**config.mk**
```make
export PLATFORM = sky130hd
export DESIGN_NAME = drum_prod_accumulator_flat
export DESIGN_NICKNAME = d
export VERILOG_FILES = /design/src/rtl/drum_pkg.sv /design/src/rtl/drum_prod_accumulator_if.sv /design/src/rtl/drum_sat_adder.sv /design/src/rtl/drum_prod_accumulator.sv /design/src/flat_wrapper.sv
export SDC_FILE = /design/constraint.sdc
export NUM_CORES = 1
export LEC_CHECK = 0
export ABC_CLOCK_PERIOD_IN_PS = 7100
export CAP_MARGIN = 20
export CORE_MARGIN = 4
export CORE_UTILIZATION = 58
export CTS_CLUSTER_DIAMETER = 120
export DETAILED_ROUTE_END_ITERATION = 8
export PLACE_DENSITY = 0.9
export RECOVER_POWER = 50
export SYNTH_ARGS = -nofsm -noshare
export SYNTH_HDL_FRONTEND = slang
export SYNTH_SLANG_ARGS = --single-unit
```
**constraint.sdc**
```tcl
create_clock -name clk -period 7.1 [get_ports clk]
set_input_delay 0.71 -clock clk [delete_from_list [all_inputs] [get_ports clk]]
set_output_delay 0.71 -clock clk [all_outputs]
set_load 0.05 [all_outputs]
```
**src/rtl/drum_pkg.sv**
```systemverilog
// rtl/drum_pkg.sv - shared types, width defaults and saturating add for the DRUM pipeline
package drum_pkg;

    localparam int PROD_W_DEF = 16;
    localparam int ACC_W_DEF  = 24;
    localparam int CNT_W_DEF  = 10;

    typedef enum logic {
        ACCUM = 1'b0,
        HOLD  = 1'b1
    } acc_state_t;

    // Returns {carry, sum}; with sat set the sum pins at all-ones on carry.
    function automatic logic [ACC_W_DEF:0] sat_add(
        input logic [ACC_W_DEF-1:0] a,
        input logic [ACC_W_DEF-1:0] b,
        input logic                 sat
    );
        logic [ACC_W_DEF:0] s;
        s = {1'b0, a} + {1'b0, b};
        if (s[ACC_W_DEF] && sat) begin
            s[ACC_W_DEF-1:0] = '1;
        end
        return s;
    endfunction

endpackage

```
**src/rtl/drum_prod_accumulator_if.sv**
```systemverilog
// rtl/drum_prod_accumulator_if.sv - product stream in, packet result out
interface drum_prod_accumulator_if #(
    parameter int PROD_W = drum_pkg::PROD_W_DEF,
    parameter int ACC_W  = drum_pkg::ACC_W_DEF,
    parameter int CNT_W  = drum_pkg::CNT_W_DEF
);
    logic              in_valid;
    logic              in_ready;
    logic [PROD_W-1:0] in_prod;
    logic              in_last;
    logic              out_valid;
    logic              out_ready;
    logic [ACC_W-1:0]  out_sum;
    logic [CNT_W-1:0]  out_count;
    logic              out_ovf;

    modport master (
        output in_valid, in_prod, in_last, out_ready,
        input  in_ready, out_valid, out_sum, out_count, out_ovf
    );

    modport slave (
        input  in_valid, in_prod, in_last, out_ready,
        output in_ready, out_valid, out_sum, out_count, out_ovf
    );
endinterface

```
**src/rtl/drum_sat_adder.sv**
```systemverilog
// rtl/drum_sat_adder.sv - accumulator plus zero-extended product, saturating or wrapping
module drum_sat_adder
    import drum_pkg::*;
#(
    parameter int ACC_W  = ACC_W_DEF,
    parameter int PROD_W = PROD_W_DEF,
    parameter int SAT    = 1
) (
    input  logic [ACC_W-1:0]  acc,
    input  logic [PROD_W-1:0] prod,
    output logic [ACC_W-1:0]  sum,
    output logic              carry
);
    logic [ACC_W:0] wide;

    always_comb begin
        wide  = {1'b0, acc} + {{(ACC_W + 1 - PROD_W){1'b0}}, prod};
        carry = wide[ACC_W];
        sum   = (carry && (SAT != 0)) ? {ACC_W{1'b1}} : wide[ACC_W-1:0];
    end
endmodule

```
**src/rtl/drum_prod_accumulator.sv**
```systemverilog
// rtl/drum_prod_accumulator.sv - packet dot-product accumulator with held result handshake
module drum_prod_accumulator
    import drum_pkg::*;
#(
    parameter int PROD_W = PROD_W_DEF,
    parameter int ACC_W  = ACC_W_DEF,
    parameter int CNT_W  = CNT_W_DEF,
    parameter int SAT    = 1
) (
    input  logic                   clk,
    input  logic                   rst,
    drum_prod_accumulator_if.slave bus
);
    acc_state_t       state, state_next;
    logic [ACC_W-1:0] acc, acc_next;
    logic [CNT_W-1:0] cnt, cnt_inc;
    logic             ovf, ovf_next, carry;
    logic             accept;

    drum_sat_adder #(.ACC_W(ACC_W), .PROD_W(PROD_W), .SAT(SAT)) u_adder (
        .acc   (acc),
        .prod  (bus.in_prod),
        .sum   (acc_next),
        .carry (carry)
    );

    // in_ready depends only on state and reset, never on in_valid.
    assign bus.in_ready = (state == ACCUM) && !rst;
    assign accept       = bus.in_valid && bus.in_ready;
    assign cnt_inc      = (&cnt) ? cnt : cnt + CNT_W'(1);
    assign ovf_next     = ovf | carry;

    always_comb begin
        state_next = state;
        case (state)
            ACCUM: if (accept && bus.in_last) state_next = HOLD;
            HOLD:  if (bus.out_ready)         state_next = ACCUM;
            default: state_next = ACCUM;
        endcase
    end

    always_ff @(posedge clk) begin
        if (rst) begin
            state         <= ACCUM;
            acc           <= '0;
            cnt           <= '0;
            ovf           <= 1'b0;
            bus.out_valid <= 1'b0;
            bus.out_sum   <= '0;
            bus.out_count <= '0;
            bus.out_ovf   <= 1'b0;
        end else begin
            state <= state_next;
            if (accept) begin
                if (bus.in_last) begin
                    bus.out_sum   <= acc_next;
                    bus.out_count <= cnt_inc;
                    bus.out_ovf   <= ovf_next;
                    bus.out_valid <= 1'b1;
                    acc           <= '0;
                    cnt           <= '0;
                    ovf           <= 1'b0;
                end else begin
                    acc <= acc_next;
                    cnt <= cnt_inc;
                    ovf <= ovf_next;
                end
            end else if (state == HOLD && bus.out_ready) begin
                bus.out_valid <= 1'b0;
            end
        end
    end
endmodule

```
**src/flat_wrapper.sv**
```systemverilog
// flat-port wrapper written by rule: the top's interface ports become plain ports
module drum_prod_accumulator_flat import drum_pkg::*;
#(
    parameter int PROD_W = PROD_W_DEF,
    parameter int ACC_W  = ACC_W_DEF,
    parameter int CNT_W  = CNT_W_DEF,
    parameter int SAT    = 1
)
  (clk, rst, bus_in_valid, bus_in_prod, bus_in_last, bus_out_ready, bus_in_ready, bus_out_valid, bus_out_sum, bus_out_count, bus_out_ovf);
  drum_prod_accumulator_if #(.PROD_W(PROD_W), .ACC_W(ACC_W), .CNT_W(CNT_W)) bus_i ();
  input  logic clk;
  input  logic rst;
  input wire logic [$bits(bus_i.in_valid)-1:0] bus_in_valid;
  input wire logic [$bits(bus_i.in_prod)-1:0] bus_in_prod;
  input wire logic [$bits(bus_i.in_last)-1:0] bus_in_last;
  input wire logic [$bits(bus_i.out_ready)-1:0] bus_out_ready;
  output wire logic [$bits(bus_i.in_ready)-1:0] bus_in_ready;
  output wire logic [$bits(bus_i.out_valid)-1:0] bus_out_valid;
  output wire logic [$bits(bus_i.out_sum)-1:0] bus_out_sum;
  output wire logic [$bits(bus_i.out_count)-1:0] bus_out_count;
  output wire logic [$bits(bus_i.out_ovf)-1:0] bus_out_ovf;
  assign bus_i.in_valid = bus_in_valid;
  assign bus_i.in_prod = bus_in_prod;
  assign bus_i.in_last = bus_in_last;
  assign bus_i.out_ready = bus_out_ready;
  assign bus_in_ready = bus_i.in_ready;
  assign bus_out_valid = bus_i.out_valid;
  assign bus_out_sum = bus_i.out_sum;
  assign bus_out_count = bus_i.out_count;
  assign bus_out_ovf = bus_i.out_ovf;
  drum_prod_accumulator #(.PROD_W(PROD_W), .ACC_W(ACC_W), .CNT_W(CNT_W), .SAT(SAT)) u_core (.clk(clk), .rst(rst), .bus(bus_i));
endmodule
```
==> summary.md, run 1 <==
| Metric | Value |
|---|---|
| Status | finished, final reports clean |
| WP data arrival | 4.02 ns |
| TritonCTS Sinks | 72 |
| Design Power | 978.3 uW |
| Gpl congestion | 0.8937 |
| Commonest cells in the netlist | dfxtp_1, o21ai_0, nor2_1 |
| Tcrit/Tclk final | 0.5332 |
| Vias | 3696 |
| Dpl ws | 3.322 ns |
| Top post-synthesis cells by area | dfxtp_1, o21ai_0, ha_1 |
| Worst min-delay path category | reg2reg |
| Area leader, netlist | dfxtp_1 |
| Final nets | 550 |
| Cell variety after synth | 54 |
| Final core occ | 0.7259 |
| Max_cap viols | 0 |
| Die Wd | 88.46 um |
| Syn Inst Count | 460 |
| Core area | 6314 um2 |
| CP Class | in2reg |
| Initial DRC count | 296 |
| Avg Inst Size Synth | 8.163 um2 |
| Starting Density | 0.5947 |
| CTS buffer count | 9 |
| CP required | 7.34 ns |
| Worst slew margin | 0.3164 |
| Yosys top cell area share | 0.3839 |
| Setup TNS | 0 ns |
| Most frequent cell after synthesis | dfxtp_1 |
| Final worst slack | 3.314 ns |
| Reg2reg setup slack | 3.83 ns |
| Number of global-route vias before repair | 3648 |
| Pwr per Cell Area | 213.5 nW/um2 |
| Core Rows | 29 |
| Die height | 88.46 um |
| Worst Setup End Kind | flop |
| Cts hold-fix bufs | 0 |
| I/O pins | 58 |
| Ratio of cells with drive above 1 in the final layout | 0.05426 |
| Antenna violations before repair | 0 |
| FMAX | 264.2 MHz |
| R2r worst-path depth | 9 |
| TritonRoute pass-1 iters | 5 |
| CTS tree | done |
| Number of synthesized flops with an enable pin | 0 |
| Hpwl dp | 6914 um |
| Most used DFF post-synth | dfxtp_1 |
| Grt ovf | 0 |
| RSZ-0062 raised after global routing | false |
| Ys Warns | 0 |
| First-pass GRT wire length | 16390 um |
| Routed WL per cell | 16.66 um |
| IO buf count | 57 |
| Startpoint type of the worst setup path | primary input |
| Clk buf depth | 2 |
| Max IR drop VDD | 153.1 uV |
| H-tree depth reported by CTS | 3 |
| Post_cts resized | 0 |
| Least-Margin Pin Slew | 1.022 ns |
| Vias per cell | 6.233 |
| Number of remaining DRC errors | 0 |
| GRT Util Overall | 0.2659 |
| Setup violators final | 0 |
| Clock skew | 0.01083 ns |
| Hold depth | 2 |
| Fin. Hold Viols | 0 |
| Synth Register Bits | 72 |
| Placed cell area | 4335 um2 |
| Sequential-to-total area share from yosys stat | 0.3839 |
| R2R Path End | u_core.acc[9]$_SDFFE_PP0P_ |
| Worst hold endpoint | u_core.acc[0]$_SDFFE_PP0P_ |
| Skew-Pair Late Insertion Delay | 0.35 ns |
| Die area | 7825 um2 |
| Final instance area | 4583 um2 |
| Syn Nets | 499 |
| Largest net degree at the start of global routing | 36 |
| RR Startpoint | u_core.acc[0]$_SDFFE_PP0P_ |
| Min-delay src | u_core.acc[0]$_SDFFE_PP0P_ |
| Lkg Pwr | 0.001924 uW |
| Crit Path Max Fanout | 25 |
| Antenna viol nets, final | 0 |
| Post-synth ARST share | 0 |
| Clock Pin Slew Worst Setup and Hold Paths | 0.07 ns |
| Mapped cell area | 3755 um2 |
| Final WL | 9881 um |
| Root Buffer | clkbuf_8 |
| Final Critical Period | 3.786 ns |
| Final slew viol count | 0 |
| Ant diodes | 0 |
| Setup Buffers After CTS | 0 |
| Area grow syn2layout | 22.06% |
==> state kept, by name (all words and copies together), names as in the netlist <==
register,count
u_core.bus.out_valid,1
u_core.bus.out_sum,24
u_core.bus.out_ovf,1
u_core.cnt,10
u_core.state,1
u_core.ovf,1
u_core.bus.out_count,10
u_core.acc,24
==> layout make-up <==
type	instances	area (um2)
Fill cell	480	1730
Inverter	10	37.54
Timing Repair Buffer	61	625.6
Clock inverter	7	93.84
Sequential cell	72	1441
Tap cell	77	96.34
Clock buffer	9	123.9
Multi-Input combinational cell	357	2165
==> kinds of logic after synthesis <==
group                    synth area share
AO/OA/AOI/OAI                      0.2326
multiplexers                      0.01066
XOR/XNOR                          0.05365
buffers and inverters             0.03498
adder cells (fa/ha/maj)           0.06198
flip-flops                         0.3839
AND/OR/NAND/NOR                    0.2223
==> where the power goes <==
part           internal (uW)  switching (uW)
clock network            198             163
logic                   67.4             118
registers                421            10.4
total                    686             292
==> layer usage <==
metal	GRT usage	routed length, um
met5	0	0
met4	0.1236	282
met3	0.05121	703
met2	0.4480	4795
met1	0.3278	4100
==> through the flow <==
step	std cells	hold WS, ns
after floorplan	460	0.4291
after global placement	574	0.4392
after detailed placement	574	0.4523
after CTS	590	0.4674
after global routing	593	0.4910
final	593	0.4690
==> worst max-delay path by stage <==
stage,from,endpoint,slack (ns),cells past startpoint
final,bus_in_prod[0],u_core.acc[9]$_SDFFE_PP0P_,3.31,10
after global routing,rst,u_core.acc[15]$_SDFFE_PP0P_,3.08,8
after CTS,rst,u_core.acc[15]$_SDFFE_PP0P_,3.71,8
after detailed placement,rst,u_core.acc[15]$_SDFFE_PP0P_,3.32,8
after global placement,bus_in_prod[0],u_core.acc[9]$_SDFFE_PP0P_,3.42,10
after floorplan,bus_in_prod[0],u_core.acc[15]$_SDFFE_PP0P_,4.06,9
==> worst max-delay path: stages <==
cell and delay, ns:
clkdlybuf4s50_1 0.43, ha_1 0.23, fa_1 0.40, a21o_1 0.22
a221o_1 0.35, a221oi_1 0.69, a32oi_4 0.29, nor2b_4 0.30
nand2b_1 0.20, a22o_1 0.21
==> cells in the final DEF, fill, tap and decap left out, drive strengths merged, types with 3 or more instances in the layout <==
cell / n
nand4: 4
nor2b: 3
and2: 5
a31oi: 5
and3: 12
o21ai: 56
inv: 10
and4: 4
buf: 3
o31a: 3
a22o: 3
dfxtp: 72
a22oi: 3
ha: 17
xnor2: 15
clkdlybuf4s50: 20
o31ai: 4
nand2b: 4
xor2: 8
nor3: 6
nor2: 49
nand2: 44
a21oi: 35
clkinv: 3
dlygate4sd3: 37
a32oi: 3
a31o: 3
nand3: 36
a21o: 8
mux2i: 4
clkbuf: 9
Note: power is estimated with default switching activity, not from simulation.
==> run 2, diff against run 1 <==
Settings changed: ABC_CLOCK_PERIOD_IN_PS 7100 to 3500, CORE_UTILIZATION 58 to 54, PLACE_DENSITY 0.9 to 0.85.
Clock period 7.1 ns to 3.5 ns, I/O delays scaled along.
==> run 2 against run 1 <==
  * Sequential share of layout area hardly changed
  * Non-clock buffer count up 3
  * Worst setup slack worse by 2.8 ns
  * Combinational power grew 100%
  * Global-route usage is 2.4 points lower
  * Clock skew up 0.0036 ns
  * Sequential cell count unchanged
  * Die area rose by 6.7%
  * Hold slack worse by 0.0099 ns
  * First-iteration DRC count fell by 10%
  * Core utilization is 4.7 points lower
==> summary.md, run 2 (same netlist as run 1, synthesis figures left out) <==
| Metric | Value |
|---|---|
| Status | finished, final reports clean |
| First-pass GRT wire length | 16530 um |
| Fin. Hold Viols | 0 |
| Most frequent cells in the layout | dfxtp_1, o21ai_0, nor2_1, nand2_1, dlygate4sd3_1 |
| Clock skew | 0.01444 ns |
| Hpwl dp | 6801 um |
| Final WL | 9652 um |
| Cell chain of the critical path | clkdlybuf4s50_1 > ha_1 > fa_1 > a21o_1 > a221o_1 > a221oi_4 > a32oi_4 > nor2b_4 > nand2b_1 > a22o_1 |
| Crit Path Max Fanout | 25 |
| Lkg Pwr | 0.001909 uW |
| Ratio of cells with drive above 1 in the final layout | 0.06358 |
| Worst slew margin | 0.4228 |
| Routed WL per cell | 16.11 um |
| Worst hold endpoint | u_core.bus.out_sum[21]$_SDFFE_PP0P_ |
| Cts hold-fix bufs | 0 |
| Max IR drop VDD | 263.5 uV |
| Worst min-delay path category | reg2reg |
| RSZ-0062 raised after global routing | false |
| Min-delay src | u_core.bus.out_sum[21]$_SDFFE_PP0P_ |
| # fillers | 581 |
| TritonCTS Sinks | 72 |
| Slowest CP cell | clkdlybuf4s50_1 |
| R2r worst-path depth | 9 |
| WP data arrival | 3.24 ns |
| Starting Density | 0.5557 |
| Grt ovf | 0 |
| GRT Util Overall | 0.2418 |
| Largest net degree at the start of global routing | 49 |
| Gpl congestion | 0.9169 |
| Least-Margin Pin Slew | 0.8653 ns |
| Antenna violations before repair | 0 |
| Largest registers | u_core.acc: 24 flops, u_core.bus.out_sum: 24 flops |
| Root Buffer | clkbuf_8 |
| Startpoint type of the worst setup path | primary input |
| Area grow syn2layout | 22.23% |
| CP required | 3.74 ns |
| Clk buf depth | 2 |
| Number of remaining DRC errors | 0 |
| Reg2reg setup slack | 0.63 ns |
| TritonRoute pass-1 iters | 5 |
| Clock group share of total power | 0.352 |
| NetSw | 592.1 uW |
| Sequential share of power | 0.452 |
| Number of global-route vias before repair | 3513 |
| Vias | 3608 |
| Int Power | 1342 uW |
| CP Class | in2reg |
| Initial DRC count | 265 |
| RR Startpoint | u_core.acc[0]$_SDFFE_PP0P_ |
| Final Non-Filler Cells | 599 |
| Sw frac | 0.3061 |
| Final slew viol count | 0 |
| Die height | 91.39 um |
| Core Rows | 30 |
| CTS buffer count | 9 |
| Vias per cell | 6.023 |
| Die Wd | 91.39 um |
| Setup violators final | 0 |
| Skew-Pair Late Insertion Delay | 0.36 ns |
| Worst hold margin | 0.4591 ns |
| Ant diodes | 0 |
| Final Critical Period | 3.000 ns |
| Max_cap viols | 0 |
| H-tree depth reported by CTS | 3 |
| Core area | 6756 um2 |
| Design Power | 1934 uW |
| FMAX | 333.4 MHz |
| Setup Buffers After CTS | 0 |
| Power share of the combinational group | 0.196 |
| Die area | 8351 um2 |
| Pwr per Cell Area | 421.5 nW/um2 |
| Antenna viol nets, final | 0 |
| Critical path's largest stage delay | 0.42 ns |
| Clock Pin Slew Worst Setup and Hold Paths | 0.07 ns |
| Setup TNS | 0 ns |
| CTS tree | done |
| Worst Setup End Kind | flop |
| Hold depth | 2 |
| Placed Cells | 583 |
| Most common cell after layout, fill and taps aside | dfxtp_1 |
| Tcrit/Tclk final | 0.8571 |
| Final nets | 553 |
| IO buf count | 57 |
| R2R Path End | u_core.acc[9]$_SDFFE_PP0P_ |
| I/O pins | 58 |
| Post_cts resized | 0 |
-- run 2: final cells by class --
cell class / instances / area (um2) / area share
inverters: 10 / 37.54 / 0.008179
clock inverters: 6 / 67.56 / 0.01472
multi-input cells: 357 / 2182 / 0.4755
well taps: 80 / 100.1 / 0.02181
repair buffers: 64 / 623.1 / 0.1358
clock buffers: 10 / 137.6 / 0.02999
flip-flops and latches: 72 / 1441 / 0.3141
-- run 2: metrics by stage --
step	util	worst slack, ns	cell area, um2
6_report	0.6793	0.5003	4589
3_5_place_dp	0.6489	0.1574	4384
3_3_place_gp	0.6489	0.2237	4384
5_1_grt	0.6793	0.4243	4589
2_1_floorplan	-	0.8225	3755
4_1_cts	0.6793	0.5174	4589
-- run 2: power by group through the flow --
stage / registers (uW) / logic [uW] / clock network, uW
after floorplan: 957 / 198 / 0
after global placement: 892 / 373 / 0
after detailed placement: 894 / 380 / 0
after CTS: 875 / 383 / 690
after global routing: 879 / 412 / 732
final: 875 / 379 / 681
-- run 2: how the worst max path moves through the flow --
stage	cells after the start	startpoint	slack, ns	endpoint
2_1_floorplan	9	bus_in_prod[0]	0.82	u_core.acc[15]$_SDFFE_PP0P_
3_3_place_gp	10	bus_in_prod[0]	0.22	u_core.acc[9]$_SDFFE_PP0P_
3_5_place_dp	10	bus_in_prod[0]	0.16	u_core.acc[9]$_SDFFE_PP0P_
4_1_cts	10	bus_in_prod[0]	0.52	u_core.acc[9]$_SDFFE_PP0P_
5_1_grt	10	bus_in_prod[0]	0.42	u_core.acc[9]$_SDFFE_PP0P_
6_report	10	bus_in_prod[0]	0.50	u_core.acc[9]$_SDFFE_PP0P_
-- run 2: routing by layer --
metal  up-vias  wire length (um)  track usage
met5         -                 0            0
met4         0               118      0.08417
met3        12               563      0.04391
met2       128              4724       0.4121
met1      1695              4245       0.3048
li1       1773                 -            -
-- run 2: worst max-delay path, delay by kind of cell --
| kind | cells | cell delay (ns) |
|---|---|---|
| compound gates | 5 | 1.36 |
| fa+ha+maj | 2 | 0.63 |
| buf+inv | 1 | 0.42 |
| simple gates | 2 | 0.45 |
==> run 3, diff against run 2 <==
Settings changed: CORE_UTILIZATION 54 to 50, PLACE_DENSITY 0.85 to 0.8, SETUP_SLACK_MARGIN set to 0.5.
==> run 3 against run 2 <==
  * Clock skew decreased by 0.0054 ns
  * Non-clock buffer count up 4
  * Combinational power rose by 2%
  * Global-route usage fell by 1.8 points
  * Register-to-register slack better by 0.06 ns
  * Count of clock-buffer cells in the layout grew 2
  * Highest routed layer unchanged
==> summary.md, run 3 (same netlist as run 1, synthesis figures left out) <==
| Metric | Value |
|---|---|
| Status | finished, final reports clean |
| Largest registers | u_core.acc: 24 flops, u_core.bus.out_sum: 24 flops |
| H-tree depth reported by CTS | 3 |
| Sequential share of power | 0.462 |
| IO buf count | 57 |
| Number of remaining DRC errors | 0 |
| Number of global-route vias before repair | 3417 |
| Final Critical Period | 2.951 ns |
| # fillers | 668 |
| Least-Margin Pin Slew | 0.8862 ns |
| Die area | 8961 um2 |
| R2R Path End | u_core.acc[9]$_SDFFE_PP0P_ |
| RSZ-0062 raised after global routing | true |
| Core area | 7292 um2 |
| Sw frac | 0.3024 |
| Starting Density | 0.5149 |
| CTS tree | done |
| TritonRoute pass-1 iters | 5 |
| Routed WL per cell | 15.84 um |
| Lkg Pwr | 0.001905 uW |
| Crit Path Max Fanout | 13 |
| Core Rows | 31 |
| Grt ovf | 0 |
| Met1 wire length | 4332 um |
| Worst min-delay path category | reg2reg |
| Antenna viol nets, final | 0 |
| Highest metal used | met4 |
| Worst slew margin | 0.4092 |
| Largest net degree at the start of global routing | 42 |
| Ant diodes | 0 |
| Tcrit/Tclk final | 0.8431 |
| Antenna violations before repair | 0 |
| Setup Buffers After CTS | 0 |
| Root Buffer | clkbuf_8 |
| Max_cap viols | 0 |
| Met2 routed WL | 4680 um |
| CP required | 3.74 ns |
| FMAX | 338.9 MHz |
| Clock Pin Slew Worst Setup and Hold Paths | 0.07 ns |
| Setup violators final | 0 |
| Hold depth | 2 |
| Initial DRC count | 177 |
| Most common cell after layout, fill and taps aside | dfxtp_1 |
| Power share of the combinational group | 0.204 |
| Int Power | 1321 uW |
| Met3 Wirelength | 678 um |
| WP data arrival | 3.19 ns |
| Final WL | 9867 um |
| Post_cts resized | 0 |
| NetSw | 572.6 uW |
| R2r worst-path depth | 9 |
| Vias per cell | 5.888 |
| Clk buf depth | 2 |
| Gpl congestion | 0.9390 |
| Final nets | 559 |
| Cts hold-fix bufs | 0 |
| Ratio of cells with drive above 1 in the final layout | 0.05916 |
| Clock skew | 0.009091 ns |
| Pwr per Cell Area | 409.5 nW/um2 |
| Worst hold endpoint | u_core.bus.out_ovf$_SDFFE_PP0P_ |
| Startpoint type of the worst setup path | primary input |
| Max IR drop VDD | 226.2 uV |
| First-pass GRT wire length | 15930 um |
| Worst hold margin | 0.4588 ns |
| CP Class | in2reg |
| Final slew viol count | 0 |
| RR Startpoint | u_core.acc[0]$_SDFFE_PP0P_ |
| Vias | 3668 |
| Area grow syn2layout | 23.16% |
| Worst Setup End Kind | flop |
| Die height | 94.66 um |
| Fin. Hold Viols | 0 |
| Most frequent cells in the layout | dfxtp_1, o21ai_0, nor2_1, nand2_1, dlygate4sd3_1 |
| Hpwl dp | 6987 um |
| Reg2reg setup slack | 0.69 ns |
| Setup TNS | 0 ns |
| I/O pins | 58 |
| Skew-Pair Late Insertion Delay | 0.35 ns |
| Min-delay src | u_core.bus.out_ovf$_SDFFE_PP0P_ |
| Die Wd | 94.66 um |
| Clock group share of total power | 0.334 |
| CTS buffer count | 9 |
| TritonCTS Sinks | 72 |
| GRT Util Overall | 0.2240 |
## run 3: worst max path at each step
stage	endpoint	from	depth (start not counted)	slack, ns
finish	u_core.acc[9]$_SDFFE_PP0P_	bus_in_prod[0]	10	0.55
global route	u_core.cnt[5]$_SDFFE_PP0P_	rst	9	0.29
CTS	u_core.acc[9]$_SDFFE_PP0P_	bus_in_prod[0]	10	0.56
detailed placement	u_core.acc[9]$_SDFFE_PP0P_	bus_in_prod[0]	10	0.20
global placement	u_core.acc[9]$_SDFFE_PP0P_	bus_in_prod[0]	10	0.28
floorplan	u_core.acc[15]$_SDFFE_PP0P_	bus_in_prod[0]	9	0.82
## run 3: critical path: stages
cell,delay (ns)
clkdlybuf4s50_1,0.42
ha_1,0.23
fa_1,0.41
a21o_1,0.24
a221o_1,0.38
a221oi_4,0.33
a32oi_4,0.19
nor2b_4,0.24
nand2b_1,0.19
a22o_1,0.21
## run 3: layout make-up
| class | count | area [um2] | share of cell area |
|---|---|---|---|
| multi-input cells | 359 | 2207 | 0.4773 |
| flip-flops and latches | 72 | 1441 | 0.3117 |
| repair buffers | 68 | 635.6 | 0.1374 |
| clock buffers | 12 | 135.1 | 0.02922 |
| well taps | 99 | 123.9 | 0.02679 |
| clock inverters | 3 | 43.79 | 0.009470 |
| inverters | 10 | 37.54 | 0.008117 |
## run 3: power by group through the flow
stage          Sequential [uW]  Combinational, uW  Clock [uW]
6_report                   875                385         633
5_1_grt                    880                418         672
4_1_cts                    876                387         636
3_5_place_dp               895                385           0
3_3_place_gp               893                378           0
2_1_floorplan              957                198           0
## run 3: per-layer routing
metal,global-route usage,vias to the layer above
met2,0.3735,142
met4,0.08654,0
li1,-,1777
met3,0.03904,20
met1,0.2877,1729
met5,0,-
## run 3: metrics by stage
stage	cells	cell area, um2	total power [uW]	setup slack [ns]	util
2_1_floorplan	460	3755	1155	0.8225	-
3_3_place_gp	605	4431	1271	0.2832	0.6076
3_5_place_dp	605	4431	1280	0.2005	0.6076
4_1_cts	620	4609	1899	0.5624	0.6321
5_1_grt	623	4624	1970	0.2912	0.6342
6_report	623	4624	1894	0.5490	0.6342
